`src/rtl/rgmii_rx_decoder_if.sv`:
```
// rtl/rgmii_rx_decoder_if.sv - RGMII receive pins and decoded byte stream
interface rgmii_rx_decoder_if;
  logic [3:0] rxd;
  logic       rx_ctl;
  logic       int_b;
  logic       mmcm_locked;
  logic [7:0] data;
  logic       valid;
  logic       last;

  modport master (
    output rxd, rx_ctl, int_b, mmcm_locked,
    input  data, valid, last
  );

  modport slave (
    input  rxd, rx_ctl, int_b, mmcm_locked,
    output data, valid, last
  );
endinterface

```
`src/rtl/rgmii_rx_decoder.sv`:
```
// rtl/rgmii_rx_decoder.sv - RGMII DDR receive decoder producing a framed byte stream
module rgmii_rx_decoder (
  input  logic                rx_clk,
  input  logic                rst,
  rgmii_rx_decoder_if.slave   bus
);

  typedef enum logic [1:0] {WAIT_IDLE, IDLE, RECV} state_t;

  logic [3:0] rise_d;
  logic       rise_ctl;
  logic [3:0] fall_d;
  logic       fall_ctl;
  logic [7:0] byte_q;
  logic       dv_q;
  logic       er_q;
  logic [1:0] prime;

  state_t     state, state_d;
  logic [7:0] hold, hold_d;
  logic [7:0] data_r, data_d;
  logic       valid_r, valid_d;
  logic       last_r, last_d;

  always_ff @(posedge rx_clk or posedge rst) begin
    if (rst) begin
      rise_d   <= '0;
      rise_ctl <= 1'b0;
    end else begin
      rise_d   <= bus.rxd;
      rise_ctl <= bus.rx_ctl;
    end
  end

  always_ff @(negedge rx_clk or posedge rst) begin
    if (rst) begin
      fall_d   <= '0;
      fall_ctl <= 1'b0;
    end else begin
      fall_d   <= bus.rxd;
      fall_ctl <= bus.rx_ctl;
    end
  end

  // prime[1] marks dv_q as coming from a real sample rather than the reset value,
  // so a frame already in progress at reset release is not mistaken for idle.
  always_ff @(posedge rx_clk or posedge rst) begin
    if (rst) begin
      byte_q <= '0;
      dv_q   <= 1'b0;
      er_q   <= 1'b0;
      prime  <= '0;
    end else begin
      byte_q <= {fall_d, rise_d};
      dv_q   <= rise_ctl;
      er_q   <= rise_ctl ^ fall_ctl;
      prime  <= {prime[0], 1'b1};
    end
  end

  always_ff @(posedge rx_clk or posedge rst) begin
    if (rst) begin
      state   <= WAIT_IDLE;
      hold    <= '0;
      data_r  <= '0;
      valid_r <= 1'b0;
      last_r  <= 1'b0;
    end else begin
      state   <= state_d;
      hold    <= hold_d;
      data_r  <= data_d;
      valid_r <= valid_d;
      last_r  <= last_d;
    end
  end

  // The held byte is only released once the following cycle's dv is known,
  // which lets last land on the final byte itself.
  always_comb begin
    state_d = state;
    hold_d  = hold;
    data_d  = data_r;
    valid_d = 1'b0;
    last_d  = 1'b0;
    if (!bus.mmcm_locked) begin
      state_d = WAIT_IDLE;
    end else begin
      case (state)
        WAIT_IDLE: begin
          if (prime[1] && !dv_q) state_d = IDLE;
        end
        IDLE: begin
          if (dv_q) begin
            hold_d  = byte_q;
            state_d = RECV;
          end
        end
        RECV: begin
          data_d  = hold;
          valid_d = 1'b1;
          if (dv_q) begin
            hold_d = byte_q;
          end else begin
            last_d  = 1'b1;
            state_d = IDLE;
          end
        end
        default: state_d = WAIT_IDLE;
      endcase
    end
  end

  assign bus.data  = data_r;
  assign bus.valid = valid_r;
  assign bus.last  = last_r;

  // Errored bytes are forwarded unchanged; the interrupt pin is informational only.
  logic unused;
  assign unused = &{1'b0, er_q, bus.int_b};

endmodule

```
`src/flat_wrapper.sv`:
```
// flat-port wrapper written by rule: the top's interface ports become plain ports
module rgmii_rx_decoder_flat 
  (rx_clk, rst, bus_rxd, bus_rx_ctl, bus_int_b, bus_mmcm_locked, bus_data, bus_valid, bus_last);
  rgmii_rx_decoder_if bus_i ();
  input  logic rx_clk;
  input  logic rst;
  input wire logic [$bits(bus_i.rxd)-1:0] bus_rxd;
  input wire logic [$bits(bus_i.rx_ctl)-1:0] bus_rx_ctl;
  input wire logic [$bits(bus_i.int_b)-1:0] bus_int_b;
  input wire logic [$bits(bus_i.mmcm_locked)-1:0] bus_mmcm_locked;
  output wire logic [$bits(bus_i.data)-1:0] bus_data;
  output wire logic [$bits(bus_i.valid)-1:0] bus_valid;
  output wire logic [$bits(bus_i.last)-1:0] bus_last;
  assign bus_i.rxd = bus_rxd;
  assign bus_i.rx_ctl = bus_rx_ctl;
  assign bus_i.int_b = bus_int_b;
  assign bus_i.mmcm_locked = bus_mmcm_locked;
  assign bus_data = bus_i.data;
  assign bus_valid = bus_i.valid;
  assign bus_last = bus_i.last;
  rgmii_rx_decoder u_core (.rx_clk(rx_clk), .rst(rst), .bus(bus_i));
endmodule
```
`config.mk`:
```
export PLATFORM = sky130hd
export DESIGN_NAME = rgmii_rx_decoder_flat
export DESIGN_NICKNAME = d
export VERILOG_FILES = /design/src/rtl/rgmii_rx_decoder_if.sv /design/src/rtl/rgmii_rx_decoder.sv /design/src/flat_wrapper.sv
export SDC_FILE = /design/constraint.sdc
export NUM_CORES = 1
export LEC_CHECK = 0
export ABC_AREA = 1
export BUFFER_PORTS_ARGS = -buffer_cell sky130_fd_sc_hd__buf_4
export CORE_MARGIN = 2
export CORE_UTILIZATION = 58
export DETAILED_ROUTE_END_ITERATION = 7
export PLACE_DENSITY_LB_ADDON = 0.08
export SYNTH_ARGS = -nofsm -noshare
export SYNTH_HDL_FRONTEND = slang
export SYNTH_SLANG_ARGS = --single-unit
```
`constraint.sdc`:
```
create_clock -name rx_clk -period 2.2 [get_ports rx_clk]
set_input_delay 0.33 -clock rx_clk [delete_from_list [all_inputs] [get_ports rx_clk]]
set_output_delay 0.33 -clock rx_clk [all_outputs]
set_load 0.02 [all_outputs]
```
# Yosys cells after proc, flatten, opt, wreduce, memory -nomap -nowiden
# Cells that the tools add are included.
[word_totals]
register_bits = 40
output_inout_bits = 10
[classes]
eq_ne = 5
muxes = 10
n_reduce_logical = 7
[ops]
columns = ["operator", "n"]
rows = [
  ["$mux W2", 4],
  ["$ne A3 B2 Y1 const B", 2],
  ["$pmux W2 S3", 1],
  ["$reduce_and A3 Y1", 2],
  ["$mux W1", 5],
  ["$ne A3 B3 Y1 const B", 1],
  ["$eq A2 B1 Y1 const B", 1],
  ["$eq A2 B2 Y1 const B", 1],
  ["$logic_not A2 Y1", 1],
  ["$reduce_and A2 Y1", 1],
  ["$reduce_or A2 Y1", 1],
  ["$logic_and A1 B1 Y1", 1],
  ["$logic_not A1 Y1", 1],
]

# Logic depth before layout (Yosys ltp)
[logic_depth]
depth_word = 5
mapped_depth = 8

==> qor.txt <==
Synth top area share: 0.650
Synth cell types: 15
clk slew on worst S/H paths: 100 ps
total power: 1.79 mW
Hold Worst Slack: 95.1 ps
critical setup path kind: in2async
pin count of the biggest net entering global routing: 34
DRC: 0
max-cap viol count: 0
CTS Sinks: 40
die area: 0.00280 mm^2
clk buf depth: 2
Seq pwr share: 0.543
cts bufs inserted: 5
static leakage: 0.838 nW
vias per cell: 4.72
Core Area: 0.00223 mm^2
ranking of synthesized cells by area: dfrtp_1 (65%), dfrtn_1 (7.2%), nand2_1 (5.7%)
DP Worst Slack: 500 ps
reg2reg setup slack: 660 ps
non-filler instance count after layout: 166
via count: 783
setup TNS: 0 ps
sequential share of the synthesized area: 0.722
post-CTS setup buffer count: 0
Pint: 1.22 mW
status: completed
Pwr Density: 1110 mW/mm^2
clk root buf: clkbuf_4
grt total ovfl: 0
global-route wire length before repair: 3100 um
Starting DRT DRC Count: 28
DR pass1 iterations: 4
# port buffers: 17
clk_lat worst skew: 340 ps
final net count: 149
Layout area overhead: 15.5%
RSZ-0062 raised after global routing: false
Worst EP arrival: 1140 ps
routability cong.: 0.769
DPL Wire Length: 1250 um
Combinational Power Share: 0.266
row count: 17
fin worst setup slack: 582 ps
Peak supply drop: 0.757 mV
CTS tree: built
Sw Ratio: 0.315
Clk network pwr share: 0.191
crit-path max FO: 8
final setup violating endpoints: 0
Max Slew Vio Count: 0
Routed Antenna Nets: 0
Initial Utilization: 0.621
hold crit path type: in2reg
Startpoint Class: input port
Sw Pwr: 0.563 mW
chip height: 52.9 um
# diodes: 0
H-Tree Depth: 2
placed insts: 157
wire per inst: 10.8 um
mapped cell area: 0.00139 mm^2
GR Util All Layers: 0.163
die width: 52.9 um
share of cells above drive strength 1: 0.246
cell count after synthesis: 113
number of global-route vias before repair: 748
final wirelength: 1790 um
boundary pin count: 19
Worst EP required: 1720 ps
Fin. Hold Viols: 0
Mapped Avg Cell Area: 12.3 um^2
fill count: 179
CP Capture Type: async pin
clk_skew: 11.5 ps
Post-Syn Nets: 125
Synth Warn #: 0
initial antenna violation count: 0
post-synth top area cell: dfrtp_1
Yosys reg bits: 40
logic make-up after synthesis:
logic type      count (synthesis)  share of synthesized area
compound gates                 15                     0.0731
fa+ha+maj                       3                     0.0271
buf+inv                        18                     0.0596
flops                          40                      0.722
other cells                     1                    0.00270
simple gates                   36                      0.116
layout make-up:
class,instances,area (um^2),share of cell area
timing repair buffer,19,145,0.0906
tap,28,35.0,0.0219
clock inverter,1,8.76,0.00547
sequential,40,1000,0.625
inverter,16,63.8,0.0398
clock buffer,7,45.0,0.0281
multi-input combinational,55,303,0.189
cell usage after synthesis, drive strengths merged:
| master | n |
|---|---|
| o21ai | 8 |
| dfrtp | 36 |
| conb | 1 |
| inv | 16 |
| buf | 2 |
| dfrtn | 4 |
| nor2 | 8 |
| nand4 | 2 |
| nand3 | 4 |
| a21oi | 7 |
| nand2 | 22 |
| ha | 3 |
sequential cells by signal, indices dropped and copies added (netlist names):
signal / count
u_core.rise_ctl: 1
u_core.bus.valid: 1
u_core.rise_d: 4
u_core.state: 2
u_core.dv_q: 1
u_core.prime: 2
u_core.bus.last: 1
u_core.byte_q: 8
u_core.fall_d: 4
u_core.bus.data: 8
u_core.hold: 8
critical path, stage by stage:
cell           delay (ps)
dlygate4sd3_1         530
buf_4                 140
clkinvlp_4            130
power groups by stage:
stage | combinational [mW] | sequential [mW] | clock (mW)
2_1_floorplan | 0.228 | 1.06 | 0
3_3_place_gp | 0.462 | 0.976 | 0
3_5_place_dp | 0.479 | 0.986 | 0
4_1_cts | 0.481 | 0.971 | 0.362
5_1_grt | 0.533 | 0.990 | 0.383
6_report | 0.475 | 0.969 | 0.342
per-stage QoR:
step | utilization | instance area (um^2)
2_1_floorplan | - | 1390
3_3_place_gp | 0.689 | 1540
3_5_place_dp | 0.689 | 1540
4_1_cts | 0.717 | 1600
5_1_grt | 0.717 | 1600
6_report | 0.717 | 1600
layout by cell type (no fill, tap or decap), drive strengths merged:
cell / Yosys / routed
dlygate4sd3: 0 / 1
buf: 2 / 18
nand2: 22 / 22
clkinvlp: 0 / 1
a21oi: 7 / 7
clkbuf: 0 / 7
nand4: 2 / 2
ha: 3 / 3
clkinv: 0 / 1
o21ai: 8 / 8
conb: 1 / 1
nand3: 4 / 4
dfrtn: 4 / 4
dfrtp: 36 / 36
nor2: 8 / 8
inv: 16 / 15
metal layers:
metal,up-vias,GRT usage,part of all wire
met1,352,0.192,0.45
met3,6,0.0763,0.072
met4,0,0.0769,0.025
met2,26,0.254,0.45
li1,399,-,-
met5,-,0,0
what timing repair did:
| action | CTS | global route |
|---|---|---|
| hold buffers | 1 | 0 |
| gates resized for setup | 0 | 0 |
| endpoints found under the hold margin | 3 | 0 |
path summary, 6_finish.rpt:
kind	end	startpoint	cells past startpoint
max in group rx_clk	u_core.byte_q[4]	u_core.fall_d[0]	0
max reg2reg	u_core.byte_q[4]	u_core.fall_d[0]	0
min reg2reg	u_core.dv_q	u_core.rise_ctl	0
min	u_core.rise_ctl	bus_rx_ctl	1
max	u_core.fall_d[3]	rst	3
min in group asynchronous	u_core.rise_d[1]	rst	3
Note: power is estimated with default switching activity, not from simulation.
